## src/rtl/stage_memory0.sv

```systemverilog
// -----------------------------------------------------------------------------
// stage_memory0 -- first memory pipeline stage (execute -> stage_memory1)
//
// Registers the execute-stage memory/CSR operation, checks load/store
// alignment and arbitrates the single dcache TLB/CAM read port between:
//   P1  memory1 page-table-walk reads   (single-cycle pulse, always wins)
//   P2  fetch1 page-table-walk reads    (level request, may go pending)
//   P3  this stage's own load/store
// A dcache read issued in cycle N is seen by memory1 in cycle N+1, so
// memory1 registers everything presented on the mem0_* outputs.
//
// Ports
//   clk_core, reset_n         core clock, synchronous active-low reset
//   ex_*                      operation from execute (valid, exception,
//                             pc, read/write/extend/width, addr, wdata, rd)
//   mem0_stall                stall back to execute
//   fe1_mem0_read/_addr       fetch1 PTE read request and physical address
//   mem0_fe1_ack              fetch1 request issued this cycle
//   mem1_mem0_read/_addr      memory1 PTE read pulse and physical address
//   mem1_stall                memory1 stall
//   csr_kill_setpc            pipeline flush
//   mem0_tlb_read_req/_vpn    dcache TLB lookup
//   mem0_cam_read_req/_index  dcache CAM read
//   mem0_* (operation)        operation presented to memory1
//   mem0_mem1_req             port currently owned by a memory1 PTW read
//   mem0_fe1_req              operation presented is a fetch1 PTW read
//
// Handshake: the execute stage holds ex_* steady while mem0_stall is high;
// the stage register captures ex_* on every edge where mem0_stall is low.
// fetch1 holds its request until it sees mem0_fe1_ack; memory1 pulses its
// request for exactly one cycle.
// -----------------------------------------------------------------------------
module stage_memory0 (
    input  logic        clk_core,
    input  logic        reset_n,

    input  logic        ex_valid,
    output logic        mem0_stall,
    input  logic        ex_exc,
    input  logic [3:0]  ex_exc_cause,
    input  logic [31:2] ex_pc,
    input  logic        ex_read,
    input  logic        ex_write,
    input  logic        ex_extend,
    input  logic [1:0]  ex_width,
    input  logic [31:0] ex_addr,
    input  logic [31:0] ex_wdata,
    input  logic [4:0]  ex_wb_reg,

    input  logic        fe1_mem0_read,
    input  logic [28:2] fe1_mem0_addr,
    output logic        mem0_fe1_ack,

    input  logic        mem1_mem0_read,
    input  logic [28:2] mem1_mem0_addr,
    input  logic        mem1_stall,
    input  logic        csr_kill_setpc,

    output logic        mem0_tlb_read_req,
    output logic [31:12] mem0_tlb_read_vpn,
    output logic        mem0_cam_read_req,
    output logic [11:2] mem0_cam_read_index,

    output logic        mem0_valid,
    output logic        mem0_exc,
    output logic [3:0]  mem0_exc_cause,
    output logic [31:2] mem0_pc,
    output logic        mem0_read,
    output logic        mem0_write,
    output logic        mem0_extend,
    output logic [1:0]  mem0_width,
    output logic [31:0] mem0_addr,
    output logic [31:0] mem0_wdata,
    output logic [4:0]  mem0_wb_reg,
    output logic        mem0_mem1_req,
    output logic        mem0_fe1_req
);

    localparam logic [3:0] CAUSE_LMISALIGN = 4'd4;
    localparam logic [3:0] CAUSE_SMISALIGN = 4'd6;

    // ------------------------------------------------------------------
    // State
    // ------------------------------------------------------------------
    logic        op_valid_q;
    logic        op_exc_q;
    logic [3:0]  op_exc_cause_q;
    logic [31:2] op_pc_q;
    logic        op_read_q;
    logic        op_write_q;
    logic        op_extend_q;
    logic [1:0]  op_width_q;
    logic [31:0] op_addr_q;
    logic [31:0] op_wdata_q;
    logic [4:0]  op_wb_reg_q;

    logic        fe1_pend_q, fe1_pend_d;
    logic [28:2] fe1_addr_q, fe1_addr_d;
    logic        hold1_q,    hold1_d;

    // ------------------------------------------------------------------
    // Alignment check on the registered operation. CSR ops (read&write)
    // and non-memory ops are never checked.
    // ------------------------------------------------------------------
    logic       op_is_dc;
    logic       op_misalign;
    logic       op_exc;
    logic [3:0] op_cause;

    assign op_is_dc    = op_read_q ^ op_write_q;
    assign op_misalign = op_is_dc &
                         (((op_width_q == 2'b01) & op_addr_q[0]) |
                          (op_width_q[1] & (op_addr_q[1:0] != 2'b00)));
    assign op_exc      = op_valid_q & (op_exc_q | op_misalign);
    // An upstream exception keeps its own cause.
    assign op_cause    = op_exc_q  ? op_exc_cause_q :
                         op_read_q ? CAUSE_LMISALIGN : CAUSE_SMISALIGN;

    // ------------------------------------------------------------------
    // Port arbitration
    // ------------------------------------------------------------------
    logic        fe1_want;
    logic [28:2] fe1_addr_eff;
    logic        gnt_p1, gnt_p2, gnt_p3;

    assign fe1_want     = fe1_mem0_read | fe1_pend_q;
    assign fe1_addr_eff = fe1_pend_q ? fe1_addr_q : fe1_mem0_addr;

    assign gnt_p1 = mem1_mem0_read;
    assign gnt_p2 = ~gnt_p1 & fe1_want & ~mem1_stall;
    assign gnt_p3 = ~gnt_p1 & ~gnt_p2 & op_valid_q & ~mem1_stall &
                    op_is_dc & ~op_exc;

    // The own op can only be blocked by memory1 stalling or by losing the
    // port; an excepting or non-dcache op advances without a read.
    assign mem0_stall = op_valid_q & (mem1_stall | gnt_p1 | gnt_p2);

    assign mem0_fe1_ack  = gnt_p2;
    assign mem0_fe1_req  = gnt_p2;
    // Keeps memory1's translation off through the cycle its PTE data returns
    // and for as long as it stays stalled (CAM-miss fill).
    assign mem0_mem1_req = mem1_mem0_read | hold1_q;

    // ------------------------------------------------------------------
    // dcache TLB/CAM port
    // ------------------------------------------------------------------
    always_comb begin
        mem0_cam_read_req   = gnt_p1 | gnt_p2 | gnt_p3;
        mem0_tlb_read_req   = gnt_p3;
        mem0_tlb_read_vpn   = '0;
        mem0_cam_read_index = '0;
        if (gnt_p1) begin
            mem0_cam_read_index = mem1_mem0_addr[11:2];
        end else if (gnt_p2) begin
            mem0_cam_read_index = fe1_addr_eff[11:2];
        end else if (gnt_p3) begin
            mem0_cam_read_index = op_addr_q[11:2];
            mem0_tlb_read_vpn   = op_addr_q[31:12];
        end
    end

    // ------------------------------------------------------------------
    // Operation presented to memory1
    // ------------------------------------------------------------------
    always_comb begin
        mem0_valid     = op_valid_q & ~gnt_p1;
        mem0_exc       = op_exc;
        mem0_exc_cause = op_exc ? op_cause : 4'd0;
        mem0_pc        = op_pc_q;
        mem0_read      = op_read_q;
        mem0_write     = op_write_q;
        mem0_extend    = op_extend_q;
        mem0_width     = op_width_q;
        mem0_addr      = op_addr_q;
        mem0_wdata     = op_wdata_q;
        mem0_wb_reg    = op_wb_reg_q;
        if (gnt_p2) begin
            // A fetch1 PTE read looks like a plain word load to memory1.
            mem0_valid     = 1'b1;
            mem0_exc       = 1'b0;
            mem0_exc_cause = 4'd0;
            mem0_pc        = '0;
            mem0_read      = 1'b1;
            mem0_write     = 1'b0;
            mem0_extend    = 1'b0;
            mem0_width     = 2'b10;
            mem0_addr      = {3'b000, fe1_addr_eff, 2'b00};
            mem0_wdata     = '0;
            mem0_wb_reg    = '0;
        end
    end

    // ------------------------------------------------------------------
    // Pending fetch1 request and memory1 hold
    // ------------------------------------------------------------------
    always_comb begin
        fe1_pend_d = fe1_pend_q;
        fe1_addr_d = fe1_addr_q;
        if (csr_kill_setpc | gnt_p2) begin
            fe1_pend_d = 1'b0;
        end else if (fe1_mem0_read & ~fe1_pend_q) begin
            fe1_pend_d = 1'b1;
            fe1_addr_d = fe1_mem0_addr;
        end
        hold1_d = mem1_mem0_read | (hold1_q & mem1_stall);
    end

    always_ff @(posedge clk_core) begin
        if (!reset_n) begin
            op_valid_q     <= 1'b0;
            op_exc_q       <= 1'b0;
            op_exc_cause_q <= '0;
            op_pc_q        <= '0;
            op_read_q      <= 1'b0;
            op_write_q     <= 1'b0;
            op_extend_q    <= 1'b0;
            op_width_q     <= '0;
            op_addr_q      <= '0;
            op_wdata_q     <= '0;
            op_wb_reg_q    <= '0;
            fe1_pend_q     <= 1'b0;
            fe1_addr_q     <= '0;
            hold1_q        <= 1'b0;
        end else begin
            // Flush wins over a new load of the stage register.
            if (csr_kill_setpc) begin
                op_valid_q <= 1'b0;
            end else if (!mem0_stall) begin
                op_valid_q <= ex_valid;
            end
            if (!mem0_stall) begin
                op_exc_q       <= ex_exc;
                op_exc_cause_q <= ex_exc_cause;
                op_pc_q        <= ex_pc;
                op_read_q      <= ex_read;
                op_write_q     <= ex_write;
                op_extend_q    <= ex_extend;
                op_width_q     <= ex_width;
                op_addr_q      <= ex_addr;
                op_wdata_q     <= ex_wdata;
                op_wb_reg_q    <= ex_wb_reg;
            end
            fe1_pend_q <= fe1_pend_d;
            fe1_addr_q <= fe1_addr_d;
            hold1_q    <= hold1_d;
        end
    end

endmodule

```

## config.mk

```make
export PLATFORM = sky130hd
export DESIGN_NAME = stage_memory0
export DESIGN_NICKNAME = d
export VERILOG_FILES = /design/src/rtl/stage_memory0.sv
export SDC_FILE = /design/constraint.sdc
export NUM_CORES = 1
export LEC_CHECK = 0
export BUFFER_PORTS_ARGS = -buffer_cell sky130_fd_sc_hd__buf_2
export CAP_MARGIN = 20
export CORE_MARGIN = 8
export CORE_UTILIZATION = 52
export CTS_BUF_LIST = sky130_fd_sc_hd__clkbuf_2
export CTS_CLUSTER_SIZE = 40
export DETAILED_ROUTE_END_ITERATION = 6
export GPL_TIMING_DRIVEN = 0
export PLACE_DENSITY_LB_ADDON = 0.3
export SLEW_MARGIN = 20
export SYNTH_ARGS = -nofsm -noshare
export SYNTH_HDL_FRONTEND = slang
export SYNTH_SLANG_ARGS = --single-unit
```

## constraint.sdc

```tcl
create_clock -name clk_core -period 5.8 [get_ports clk_core]
set_input_delay 1.16 -clock clk_core [delete_from_list [all_inputs] [get_ports clk_core]]
set_output_delay 1.16 -clock clk_core [all_outputs]
set_load 0.01 [all_outputs]
```

# Word-level counts from Yosys, hierarchy flattened
# Index checks and enable logic that the tools add are counted.
# word_totals
ff_bits,139
input_bits,170
out_inout_bits,146
wordCells,73
# classes
n_eq_ne,1
mux,21
bitwise,33
n_reduce_logical,4
# ops
op,count
2-to-1 mux 32 bit,2
2-to-1 mux 20 bit,3
2-to-1 mux 10 bit,3
2-to-1 mux 30 bit,1
2-to-1 mux 27 bit,1
bitwise AND 1 bit,15
2-to-1 mux 4 bit,3
bitwise OR 1 bit,10
inverter 1 bit,7
2-to-1 mux 1 bit,5
2-to-1 mux 5 bit,1
2-to-1 mux 2 bit,2
OR reduction 2 bit,2
equality test 2 x 1 -> 1 bit (second input constant),1
AND reduction 2 bit,1
nonzero test 2 bit,1
bitwise XOR 1 bit,1

# Depth between registers and ports, before layout
# logic_depth
ltp_word,12
ltp_mapped,8
ltp_nobuf,5

# Least setup slack after synthesis
# Ideal clock, no wire load.
# synth_timing
path_kind,input to output
startpoint,input port mem1_stall
endpoint,output port mem0_tlb_read_vpn[22] in the netlist's numbering
arrival_time_ps,2695
t_required_ps,4640
path_slack_ps,1945
stages,6
path_buffers,2
path_cell_list,or4_1 or4_1 buf_2 clkinv_4 buf_6 and2_1
# synth_via
elab_chain_len,11
# synth_lines
item,line,rtl
"start, declared",56,"input logic mem1_stall,"
inverter 1 bit *,"130, 131",
bitwise AND 1 bit,130,assign gnt_p2 = ~gnt_p1 & fe1_want & ~mem1_stall;
inverter 1 bit,131,assign gnt_p3 = ~gnt_p1 & ~gnt_p2 & op_valid_q & ~mem1_stall &
bitwise AND 1 bit (2 in a row),131,
bitwise AND 1 bit * (2 in a row),131,
bitwise AND 1 bit *,132,op_is_dc & ~op_exc;
named net mem0_tlb_read_req,59,"output logic mem0_tlb_read_req,"
2-to-1 mux 20 bit *,156,end else if (gnt_p3) begin
2-to-1 mux 20 bit *,154,end else if (gnt_p2) begin
2-to-1 mux 20 bit *,152,if (gnt_p1) begin
"end, declared",60,"output logic [31:12] mem0_tlb_read_vpn,"
# Mark *: on every way through the listed nets, which the timed path passes. The rest lies on a longest branch.

# Worst setup path after layout
# layout_timing
startpoint,input port mem1_mem0_read
endpoint,output port mem0_addr[27]
# layout_via
elab_chain_len,4
# layout_lines
item,line,rtl
"start, declared",54,"input logic mem1_mem0_read,"
inverter 1 bit,130,
bitwise AND 1 bit (2 in a row),130,
2-to-1 mux 32 bit,177,if (gnt_p2) begin
"end, declared",72,"output logic [31:0] mem0_addr,"
# No other way between the ends.

==> results by group <==
Clocking
  • Clock Path Buffers: 2
  • Clk root buf: clkbuf_2
  • Number of setup buffers added after CTS: 0
  • CTS buffer count: 17
  • Htree depth: 4
  • CTS Hold Bufs: 0
  • CTS resizes: 0
  • CTS tree: built
  • Clock transition at path regs: 180 ps
  • Clk_lat worst skew: 710 ps
  • TritonCTS Sinks: 139

Power
  • VDD IR max: 0.0001545 V
  • Leakage: 4.163 nW
  • Power density over the cells: 226.8 nW/um2

Yosys
  • Synth Area in XOR/XNOR: 0.001328
  • Leading area contributor after synthesis: dfxtp_1
  • Syn. warnings: 0
  • Syn_area_per_cell: 7.750 um2
  • #FFs+latches synth: 139
  • Post-Synth Simple-Gate Area: 0.2929
  • Sequential area share after synthesis: 0.4219
  • Syn Nets: 1021
  • Mux share of post-synthesis cell area: 0.04174
  • Largest cells by area after synthesis: dfxtp_1 42%, nand2_1 18%, a21boi_0 15%
  • Synth Area in Adders: 0
  • Synth Area in Compound Gates: 0.1946
  • Top-area cell type share of the netlist area: 0.4219
  • Cell area after synthesis: 6595 um2
  • Main combinational cell family by area after synthesis: simple AND/OR/NAND/NOR gates
  • Distinct cell type count after synthesis: 32
  • Post-Synthesis Cells: 851

GRT
  • Antenna violations before repair: 4
  • Largest net degree at the start of global routing: 17
  • Grt ovf: 0
  • Total GRT Usage: 0.2610
  • First-pass GRT wire length: 33.78 mm
  • Number of global-route vias before repair: 6787

Routing
  • Vias/cell: 5.006
  • DR DRC count: 0
  • DRT antenna net count: 0
  • Vias: 6773
  • Drt first pass iters: 5
  • Average wire per standard cell: 16.17 um
  • Overall routed net length: 21.88 mm
  • Number of DRC markers in iteration 0: 331

Critical path
  • CP Cell Sequence: buf_2, buf_2, nor2_1, o21ai_1, clkbuf_1, clkbuf_1, nand2_1, o21ai_0, buf_2
  • CP max stage cell: clkbuf_1
  • Arr. time, crit path: 3550 ps
  • Critical path class: primary input to output port
  • Req. time, crit path: 4640 ps
  • Delay-heaviest family, CP: buffers and inverters
  • Largest fanout on the critical path: 10
  • CP startpoint kind: primary input
  • CP max stage delay: 540 ps
  • CP Buf/Inv Count: 5
  • CP most frequent cell: buf_2
  • CP Capture Type: output port

Timing
  • Setup ws final: 1093 ps
  • Fin. Hold Viols: 0
  • Relative slew margins: 0.3666
  • Setup_tns: 0 ps
  • Slew of the pin with the lowest slew margin: 943.8 ps
  • Fin crit period: 4707 ps
  • Crit share post-route: 0.8115
  • Pins Over Slew Limit: 0
  • Max frequency: 212.5 MHz
  • Final setup vio count: 0
  • Clock skew: 17.45 ps
  • RSZ-0062 raised after global routing: no

Die
  • Die area: 16540 um2
  • Starting Density: 0.5269
  • Area of the core: 12520 um2
  • FP Rows: 41
  • Die H: 128.6 um
  • Die W: 128.6 um
  • I/O Pins: 316

Hold path
  • HP Class: flip-flop to flip-flop

Cells and area
  • Commonest non-fill, non-tap cell in the layout: nand2_1
  • Most frequent cells in the layout: 308 x nand2_1, 305 x buf_2, 139 x dfxtp_1
  • Layout cells sized above 1: 0.2929
  • Nets: 1337
  • Area Growth Syn to Fin: 28.95%

Run
  • Total of max-cap violations: 0

Placement
  • DP HPWL: 16.91 mm
  • Place WS: 1150 ps
  • # port buffers: 297
  • Routability cong.: 0.8325

Outcome
  • Status: complete, no violations
-- cells by family (layout without fill, tap and decap cells) --
group / after synthesis / count (layout)
and+or+nand+nor: 433 / 433
xor gates and xnor gates: 1 / 1
buffers and inverters: 74 / 401
other: 0 / 3
DFF: 139 / 139
AOI/OAI and AO/OA: 177 / 177
muxes: 27 / 27
-- final cells by class --
class,instances,area (um2)
fill,1193,4013
tap,172,215.2
multi-input combinational,638,3500
timing repair buffer,297,1486
clock buffer,19,95.09
clock inverter,11,105.1
sequential,139,2783
buffer,68,285.3
antenna,3,7.507
inverter,6,27.53
-- per-stage QoR --
| stage | total power [mW] | util | cell area [um2] | cells | hold WS (ps) |
|---|---|---|---|---|---|
| CTS | 1.938 | 0.6788 | 8497 | 1350 | 471.7 |
| detailed placement | 1.420 | 0.6628 | 8297 | 1320 | 450.0 |
| global placement | 1.413 | 0.6628 | 8297 | 1320 | 443.6 |
| global route | 2.016 | 0.6794 | 8504 | 1353 | 486.0 |
| floorplan | 1.252 | - | 6595 | 851 | 436.3 |
| finish | 1.929 | 0.6794 | 8504 | 1353 | 467.2 |
-- synthesized netlist by cell type --
cell type  number
o21ai_1         1
mux2_2          4
nand2_1       308
nor2b_1         1
buf_1           2
inv_1           5
nand2b_1        4
xnor2_1         1
nor4b_2         1
a21o_1          6
or3_1           1
a21boi_0      136
o21ai_0        19
nor2_1         12
or2_2           1
clkbuf_1       54
a221o_1         6
o211ai_1        5
mux2i_1        23
dfxtp_1       139
nor3_1          1
or4b_2          1
clkbuf_2        1
buf_2           8
or4_1           2
and2_1         95
buf_4           1
buf_6           2
clkinv_4        1
a21oi_1         4
nand3b_1        4
and4_1          2
-- where the power goes --
group          switching, mW  total (mW)  leakage [nW]  internal, mW
clock network          0.340       0.529         0.134         0.189
logic                  0.195       0.356          2.88         0.161
registers             0.0310        1.04          1.15          1.01
total                  0.566        1.93          4.16          1.36
-- registers in the layout (all words and copies together) (netlist names) --
register        flops
fe1_addr_q         27
fe1_pend_q          1
hold1_q             1
op_addr_q          32
op_exc_cause_q      4
op_exc_q            1
op_extend_q         1
op_pc_q            30
op_read_q           1
op_valid_q          1
op_wb_reg_q         5
op_wdata_q         32
op_width_q          2
op_write_q          1
-- worst reg2reg max path, cell delays in order, from the launching register on --
cell and delay (ps):
dfxtp_1 340, clkbuf_2 130, or4_1 540, nand2_1 100
buf_2 300, buf_2 310, buf_2 270, nand2_1 70
a21boi_0 170
-- layer usage --
metal	track usage	up-vias	wire length [um]
li1	-	3383	-
met1	0.2853	3086	8748
met2	0.4463	254	10590
met3	0.09144	48	1885
met4	0.1223	2	633
met5	0	-	13
-- worst paths after layout --
| check | startpoint | end | slack [ps] | cells past startpoint |
|---|---|---|---|---|
| worst max-delay path | mem1_mem0_read | mem0_addr[27] | 1090 | 9 |
| worst min-delay path | op_pc_q[10] | op_pc_q[10] | 470 | 2 |
| worst max register to register | fe1_pend_q | op_wdata_q[27] | 3520 | 8 |
| worst min register to register | op_pc_q[10] | op_pc_q[10] | 470 | 2 |
Power figures use the tool's default switching activity.
